$ cat config.mk
export PLATFORM = sky130hd
export DESIGN_NAME = div_clk_monitor
export DESIGN_NICKNAME = d
export VERILOG_FILES = /design/src/rtl/div_clk_monitor.sv
export SDC_FILE = /design/constraint.sdc
export NUM_CORES = 1
export LEC_CHECK = 0
export CAP_MARGIN = 20
export CORE_MARGIN = 2
export CORE_UTILIZATION = 56
export DETAILED_ROUTE_END_ITERATION = 8
export PLACE_DENSITY = 0.78
export SYNTH_ARGS = -nofsm -noshare
export SYNTH_HDL_FRONTEND = slang
export SYNTH_SLANG_ARGS = --single-unit
$ cat constraint.sdc
create_clock -name clk -period 3.05 [get_ports clk]
set_clock_uncertainty 0.05 [all_clocks]
set_input_delay 0.61 -clock clk [delete_from_list [all_inputs] [get_ports clk]]
set_output_delay 0.61 -clock clk [all_outputs]
set_load 0.005 [all_outputs]
$ cat src/rtl/div_clk_monitor.sv
// div_clk_monitor: measures period and high time of an async divided clock in clk cycles, checks period vs exp_period.
// Latency: results and meas_valid appear two clk edges after the edge that first samples a div_in rise.
// No backpressure: each measurement overwrites the last. `define DIV_MON_DUTY_CHECK_EN adds a ~50% duty requirement.
module div_clk_monitor #(
    parameter int CNT_W    = 8,
    parameter int LOCK_CNT = 4,
    parameter int TOL      = 0
) (
    input  logic             clk,
    input  logic             rst,
    input  logic             en,
    input  logic             div_in,
    input  logic [CNT_W-1:0] exp_period,
    output logic [CNT_W-1:0] period,
    output logic [CNT_W-1:0] high_cnt,
    output logic             meas_valid,
    output logic             locked,
    output logic             err
);

    typedef enum logic [1:0] {IDLE, ARM, MEAS, LOCKED} state_t;

    localparam logic [CNT_W-1:0] CNT_MAX = '1;
    localparam logic [CNT_W-1:0] ONE     = {{(CNT_W-1){1'b0}}, 1'b1};
    localparam logic [CNT_W:0]   TOL_V   = TOL[CNT_W:0];
    localparam logic [3:0]       LOCK_V  = LOCK_CNT[3:0];

    state_t           state, state_nxt;
    logic             s0, s1, s2;
    logic             rise;
    logic [CNT_W-1:0] per_cnt, per_cnt_nxt;
    logic [CNT_W-1:0] hi_cnt, hi_cnt_nxt;
    logic [CNT_W-1:0] period_nxt, high_cnt_nxt;
    logic [3:0]       run, run_nxt;
    logic             meas_valid_nxt, err_nxt;
    logic [CNT_W:0]   per_diff;
    logic             per_ok, match, timeout;

    assign rise    = s1 & ~s2;
    assign timeout = (per_cnt == CNT_MAX);
    assign locked  = (state == LOCKED);

    assign per_diff = (per_cnt >= exp_period) ? ({1'b0, per_cnt} - {1'b0, exp_period})
                                              : ({1'b0, exp_period} - {1'b0, per_cnt});
    // A zero expected period is treated as "never lock", whatever the tolerance.
    assign per_ok = (exp_period != '0) && (per_diff <= TOL_V);

`ifdef DIV_MON_DUTY_CHECK_EN
    logic [CNT_W+1:0] two_hi, per_x, duty_diff;
    assign two_hi    = {1'b0, hi_cnt, 1'b0};
    assign per_x     = {2'b00, per_cnt};
    assign duty_diff = (two_hi >= per_x) ? (two_hi - per_x) : (per_x - two_hi);
    assign match     = per_ok && (duty_diff <= {{(CNT_W+1){1'b0}}, 1'b1});
`else
    assign match = per_ok;
`endif

    always_comb begin
        state_nxt      = state;
        per_cnt_nxt    = per_cnt;
        hi_cnt_nxt     = hi_cnt;
        period_nxt     = period;
        high_cnt_nxt   = high_cnt;
        meas_valid_nxt = 1'b0;
        run_nxt        = run;
        err_nxt        = err;

        // ARM keeps the counters parked so the partial first period is never measured.
        if (state == IDLE) begin
            per_cnt_nxt = '0;
            hi_cnt_nxt  = '0;
        end else if (rise) begin
            per_cnt_nxt = ONE;
            hi_cnt_nxt  = {{(CNT_W-1){1'b0}}, s1};
        end else if (state == ARM) begin
            per_cnt_nxt = '0;
            hi_cnt_nxt  = '0;
        end else begin
            if (per_cnt != CNT_MAX) per_cnt_nxt = per_cnt + ONE;
            if (hi_cnt != CNT_MAX)  hi_cnt_nxt  = hi_cnt + {{(CNT_W-1){1'b0}}, s1};
        end

        case (state)
            IDLE: begin
                if (en) state_nxt = ARM;
            end
            ARM: begin
                if (rise) state_nxt = MEAS;
            end
            MEAS, LOCKED: begin
                if (rise) begin
                    period_nxt     = per_cnt;
                    high_cnt_nxt   = hi_cnt;
                    meas_valid_nxt = 1'b1;
                    if (match) begin
                        run_nxt = (run >= LOCK_V) ? LOCK_V : run + 4'd1;
                        if (run_nxt == LOCK_V) state_nxt = LOCKED;
                    end else begin
                        run_nxt = '0;
                        if (state == LOCKED) begin
                            state_nxt = MEAS;
                            err_nxt   = 1'b1;
                        end
                    end
                end else if (timeout) begin
                    state_nxt = ARM;
                    err_nxt   = 1'b1;
                    run_nxt   = '0;
                end
            end
            default: state_nxt = IDLE;
        endcase

        if (!en) begin
            state_nxt      = IDLE;
            per_cnt_nxt    = '0;
            hi_cnt_nxt     = '0;
            period_nxt     = '0;
            high_cnt_nxt   = '0;
            meas_valid_nxt = 1'b0;
            run_nxt        = '0;
            err_nxt        = 1'b0;
        end
    end

    always_ff @(posedge clk or negedge rst) begin
        if (!rst) begin
            s0         <= 1'b0;
            s1         <= 1'b0;
            s2         <= 1'b0;
            state      <= IDLE;
            per_cnt    <= '0;
            hi_cnt     <= '0;
            run        <= '0;
            period     <= '0;
            high_cnt   <= '0;
            meas_valid <= 1'b0;
            err        <= 1'b0;
        end else begin
            s0         <= div_in;
            s1         <= s0;
            s2         <= s1;
            state      <= state_nxt;
            per_cnt    <= per_cnt_nxt;
            hi_cnt     <= hi_cnt_nxt;
            run        <= run_nxt;
            period     <= period_nxt;
            high_cnt   <= high_cnt_nxt;
            meas_valid <= meas_valid_nxt;
            err        <= err_nxt;
        end
    end

endmodule

Yosys cells after proc, flatten, opt, wreduce, memory -nomap -nowiden

Cells that the tools add are included.

Register bits: 43
Output and inout bits: 19
Word-level logic and storage cells: 87

Add/subtract/negate cells: 5
Order comparisons: 3
Eq/ne operators: 18
Multiplexer cells: 40
Bitwise logic cells: 2
Reduce and logical (&&, ||, !) cells: 8

Operators with widths:

| kind                | number |
|---|---|
| $mux 8              | 16 |
| $mux 4              | 6 |
| $sub 8x8->9         | 2 |
| $ne 8x8->1 const B  | 2 |
| $mux 2              | 7 |
| $ne 5x1->1 const B  | 2 |
| $ne 5x5->1 const B  | 2 |
| $le 9x1->1 const B  | 1 |
| $mux 1              | 9 |
| $mux 9              | 1 |
| $ne 3x3->1 const B  | 3 |
| $add 8x1->8         | 1 |
| $add 8x1->8 const B | 1 |
| $eq 8x8->1 const B  | 1 |
| $ge 8x8->1          | 1 |
| $reduce_and 4->1    | 2 |
| $reduce_bool 8->1   | 1 |
| $pmux 2 s3          | 1 |
| $add 4x1->4 const B | 1 |
| $eq 2x2->1 const B  | 2 |
| $eq 4x3->1 const B  | 1 |
| $ge 4x3->1 const B  | 1 |
| $ne 2x1->1 const B  | 2 |
| $ne 4x4->1 const B  | 1 |
| other kinds (8)     | 9 |

Logic depth before layout (Yosys ltp)

Gate-level depths: netlist (run 1).

Depth after elaboration: 8
Mapped depth: 11

Least setup slack after synthesis (run 1)

No wires, ideal clock.

Path kind: input port to flip-flop
From: input exp_period[3]
To: register state[0]
Data arrival time: 2.733 ns
Required time: 2.878 ns
Setup slack: 0.146 ns
Cell stages on the path: 11
Buffers on the path: 1
Path through: inv_1 -> ha_1 -> buf_6 -> a211oi_2 -> nor3b_1 -> o31a_1 -> o21ai_2 -> o31ai_1 -> a32oi_2 -> mux2_4 -> a32o_1

Cells in the longest elaborated chain, start to end: 8

Ends and longest elaborated chain:

| element                                   | RTL line | source |
|---|---|---|
| from (decl)                               | 13       | `input logic [CNT_W-1:0] exp_period,` |
| $sub 8x8->9, or another cell as far along | 44       | `: ({1'b0, exp_period} - {1'b0, per_cnt});` |
| $mux 9                                    | 43       | `assign per_diff = (per_cnt >= exp_period) ? ({1'b0, per_cnt} - {1'b0, exp_period})` |
| $le 9x1->1                                | 46       | `assign per_ok = (exp_period != '0) && (per_diff <= TOL_V);` |
| $logic_and 1x1->1 (*)                     | 46       |  |
| $mux 2                                    | 95       | `if (match) begin` |
| $mux 2                                    | 91       | `if (rise) begin` |
| $pmux 2 s3                                | 83       | `case (state)` |
| $mux 2                                    | 114      | `if (!en) begin` |
| to (signal assigned)                      | 143      | `state <= state_nxt;` |
| to (decl)                                 | 28       | `state_t state, state_nxt;` |

Every way passes the cells marked *; elsewhere a longest branch is shown, timed or not.
A chain may end at the register's enable or synchronous reset.

Worst setup path after layout (run 1)

From: input exp_period[2]
To: register state[0]

Same word-level chain as after synthesis.

==> results of run 1 <==
-- final cells by class --
| class | count | share of cell area [%] |
|---|---|---|
| Multi-Input combinational cell | 230 | 45.5 |
| Timing Repair Buffer | 74 | 17.9 |
| Tap cell | 54 | 1.88 |
| Clock inverter | 2 | 0.348 |
| Sequential cell | 43 | 29.9 |
| Clock buffer | 6 | 2.02 |
| Inverter | 23 | 2.40 |
-- final timing paths --
check / slack, ns / start / end / cells after the start
max in group asynchronous: 1.96 / rst / per_cnt[0]$_DFFE_PN0P_ / 1
max reg2reg: 0.37 / per_cnt[1]$_DFFE_PN0P_ / state[0]$_DFFE_PN0P_ / 9
min reg2reg: 0.31 / s0$_DFF_PN0_ / s1$_DFF_PN0_ / 0
min in group asynchronous: 0.40 / rst / high_cnt[7]$_DFFE_PN0P_ / 1
max: 0.10 / exp_period[2] / state[0]$_DFFE_PN0P_ / 11
min: 0.31 / s0$_DFF_PN0_ / s1$_DFF_PN0_ / 0
-- report_power, final --
| part | switching [uW] | internal [uW] | total (uW) |
|---|---|---|---|
| sequential | 11.3 | 578 | 590 |
| combinational | 98.2 | 96.3 | 195 |
| clock | 190 | 160 | 350 |
| total | 299 | 835 | 1130 |
-- worst max-delay path, cell delays in order --
cell and delay (ns):
sky130_fd_sc_hd__clkdlybuf4s50_1 0.48, sky130_fd_sc_hd__inv_1 0.08, sky130_fd_sc_hd__ha_4 0.25, sky130_fd_sc_hd__nand3_2 0.09, sky130_fd_sc_hd__o21ba_2 0.19, sky130_fd_sc_hd__a211oi_2 0.22, sky130_fd_sc_hd__mux2i_1 0.22, sky130_fd_sc_hd__o2111a_1 0.25
sky130_fd_sc_hd__a32oi_4 0.12, sky130_fd_sc_hd__mux2_4 0.31, sky130_fd_sc_hd__a32o_1 0.25
-- metrics by stage --
step           setup WS [ns]  area (sq um)
3_3_place_gp          -0.363          3300
6_report               0.102          3590
2_1_floorplan          0.146          2720
5_1_grt               0.0135          3590
3_5_place_dp          -0.409          3300
4_1_cts              0.00170          3450
-- routing by layer --
layer  track usage [%]  wire length, um  vias up
li1                  -                -     1202
met1              34.4             2970     1165
met2              41.6             3200       57
met3              4.53              223       10
met4              8.89              114        0
met5                 0                0        -
-- layout by cell type, fill, tap and decap left out, types with 4 or more instances in the layout --
cell,n
sky130_fd_sc_hd__a211oi_1,4
sky130_fd_sc_hd__a21boi_0,19
sky130_fd_sc_hd__a21oi_1,12
sky130_fd_sc_hd__buf_4,42
sky130_fd_sc_hd__clkbuf_8,5
sky130_fd_sc_hd__clkdlybuf4s50_1,26
sky130_fd_sc_hd__dfrtp_1,43
sky130_fd_sc_hd__ha_1,14
sky130_fd_sc_hd__ha_4,5
sky130_fd_sc_hd__inv_1,22
sky130_fd_sc_hd__nand2_1,48
sky130_fd_sc_hd__nand2b_1,4
sky130_fd_sc_hd__nand3_1,6
sky130_fd_sc_hd__nand4_1,4
sky130_fd_sc_hd__nor2_1,28
sky130_fd_sc_hd__nor3_1,7
sky130_fd_sc_hd__o21ai_0,10
sky130_fd_sc_hd__xnor2_1,7
sky130_fd_sc_hd__xor2_1,4
-- flip-flops by register name, summed over array words and instances, names as in the netlist, 2 cells and up --
register and cells:
hi_cnt 8, high_cnt 8, per_cnt 8, period 8
run 4, state 2
-- cell families after synthesis --
logic type	count (synthesis)	share of synthesized area, %
AOI/OAI and AO/OA	76	20.0
adders and majority gates	20	9.20
and+or+nand+nor	119	20.5
buffers and inverters	35	5.48
DFF	43	39.6
xor gates and xnor gates	11	3.54
muxes	4	1.66
-- timing repair --
action,4_1_cts,5_1_grt
endpoints found under the setup margin,3,5
cloned,0,0
endpoints found under the hold margin,0,0
buffers inserted,1,5
pin swaps,7,11
gates resized for setup,10,23
==> flow_results.org, run 1 <==
** Run status
- Status :: finished, final reports clean

** Final layout
- Non-filler cells, final :: 432
- In the final layout, the share of cells above drive strength 1 is 21.4%.
- Synth-to-Final Area Change :: 32.2%
- Fin util :: 76.6%
- In the final layout, flip-flops and latches occupy 1080 sq um.
- Nets@finish :: 409
- Number of fill cells in the layout :: 361
- Multi-input logic area :: 1640 sq um
- N_diodes :: 0

** Logic synthesis
- Yosys mapped a number of flops with a built-in enable equal to 0.
- Library cells used by synthesis :: 51
- During synthesis, Yosys emitted a total of 0 warnings.
- The number of nets handed over by synthesis was 340.
- Fraction of synthesized cell area taken by the top area cell type :: 39.6%
- Netlist area before placement :: 2720 sq um
- Synth Flop Type :: sky130_fd_sc_hd__dfrtp_1
- The share of the Yosys chip area taken by registers is 39.6%.
- Biggest area consumer among synthesized cells :: sky130_fd_sc_hd__dfrtp_1
- Most instantiated library cell after synthesis :: sky130_fd_sc_hd__nand2_1
- Gate Count Post-Synth :: 308
- After synthesis the netlist holds a flip-flop and latch count of 43.
- In the synthesized netlist the async set-or-reset flop fraction comes to 100%.
- Sorting the synthesized cells by how often they occur yields sky130_fd_sc_hd__nand2_1, sky130_fd_sc_hd__dfrtp_1, sky130_fd_sc_hd__nor2_1.
- Sorting the synthesized cells by area gives the leading types as sky130_fd_sc_hd__dfrtp_1, sky130_fd_sc_hd__ha_1, sky130_fd_sc_hd__nand2_1.
- Average instance area after synthesis :: 8.83 sq um

** Clock network
- # H-tree levels :: 2
- The clock passes through at most 2 buffers.
- Count of hold buffers inserted by post-cts repair :: 0
- At the later pin of the worst-skew pair, clock insertion delay measures 0.29 ns.
- TritonCTS buffer count :: 5
- Clock tree synthesis found a total of 43 sinks.
- Root Driver :: sky130_fd_sc_hd__clkbuf_8
- TritonCTS built the clock tree.
- After clock tree synthesis, the clock-pin slew on the worst setup and hold paths is 0.08 ns.

** Timing
- Post-layout minimum cycle time :: 2.95 ns
- Worst hold-check slack :: 0.308 ns
- Setup repair after global routing missed its margin :: no
- Max-Slew Margin vs Limit :: 38.1%
- Setup violations remaining at the end of the flow were counted as 0.
- Static timing analysis puts the maximum clock frequency at 339 MHz.
- Setup TNS :: 0 ns
- Fin. max-slew vios :: 0
- The number of endpoints with negative hold slack in the final report was 0.
- Ratio of final minimum period to clock period :: 96.7%
- Transition at the pin with the smallest max-transition slack :: 0.928 ns

** Power
- PnR Total Power :: 1130 uW
- Power Density :: 316 nW/um^2
- The analysis attributes to cell leakage a power of 0.00157 uW.
- Worst vdd ir :: 0.000334 V

** Worst setup path
- Worst-path maximum fanout :: 6
- The worst setup path is launched from a primary input.
- The worst setup path is of the primary input to register kind.
- STA classifies the critical path endpoint as a register.
- STA puts the critical path data arrival time at 3.08 ns.
- STA puts the critical path data required time at 3.18 ns.

** Placed design
- Detailed placement ended at an HPWL of 4.77 mm.
- Number of port buffers :: 30
- At the end of routability-driven placement, the weighted congestion stood at 0.894.
- Placed cell count :: 418

** Detailed routing
- Residual DRC :: 0
- Via density per instance :: 5.63
- Count of antenna-violating nets left after detailed routing :: 0
- After the first detailed-routing iteration, the DRC count stood at 108.
- Length of the first detailed-routing pass in iterations :: 4
- Detailed-route wire length per cell :: 15.1 um
- Post-detailed-routing wire length :: 6.51 mm
- Summing over every cut layer, the via total after detailed routing is 2434.

** Die
- Core region area :: 4690 sq um
- Count of pins on the block boundary :: 31
- The die covers 5430 sq um.
- Starting density of the core :: 57.9%
- Measured along the x axis, the die boundary spans 73.7 um.
- The floorplan step set the die height to 73.7 um.
- Core Rows :: 25

** Worst hold path
- Hold/Removal Path Class :: register to register

** Run
- Max-cap violations in this run came to 0.

** Global routing
- Vias in the first global route :: 2328
- Global routing finished with a remaining overflow of 0.
- The number of antenna violations at the first check in global routing came to 0.
- Global routing used 25.6% of the available tracks across all layers.
- Global-route wire length before repair :: 10.7 mm
- Maximum number of pins on one net before global-route repair :: 44
Power figures use the tool's default switching activity.
==> run 2: changes to the inputs <==
Settings changed: CTS_CLUSTER_DIAMETER set to 50.
==> results of run 2 <==
Final layout, timing and power as in run 1 (identical DEF).
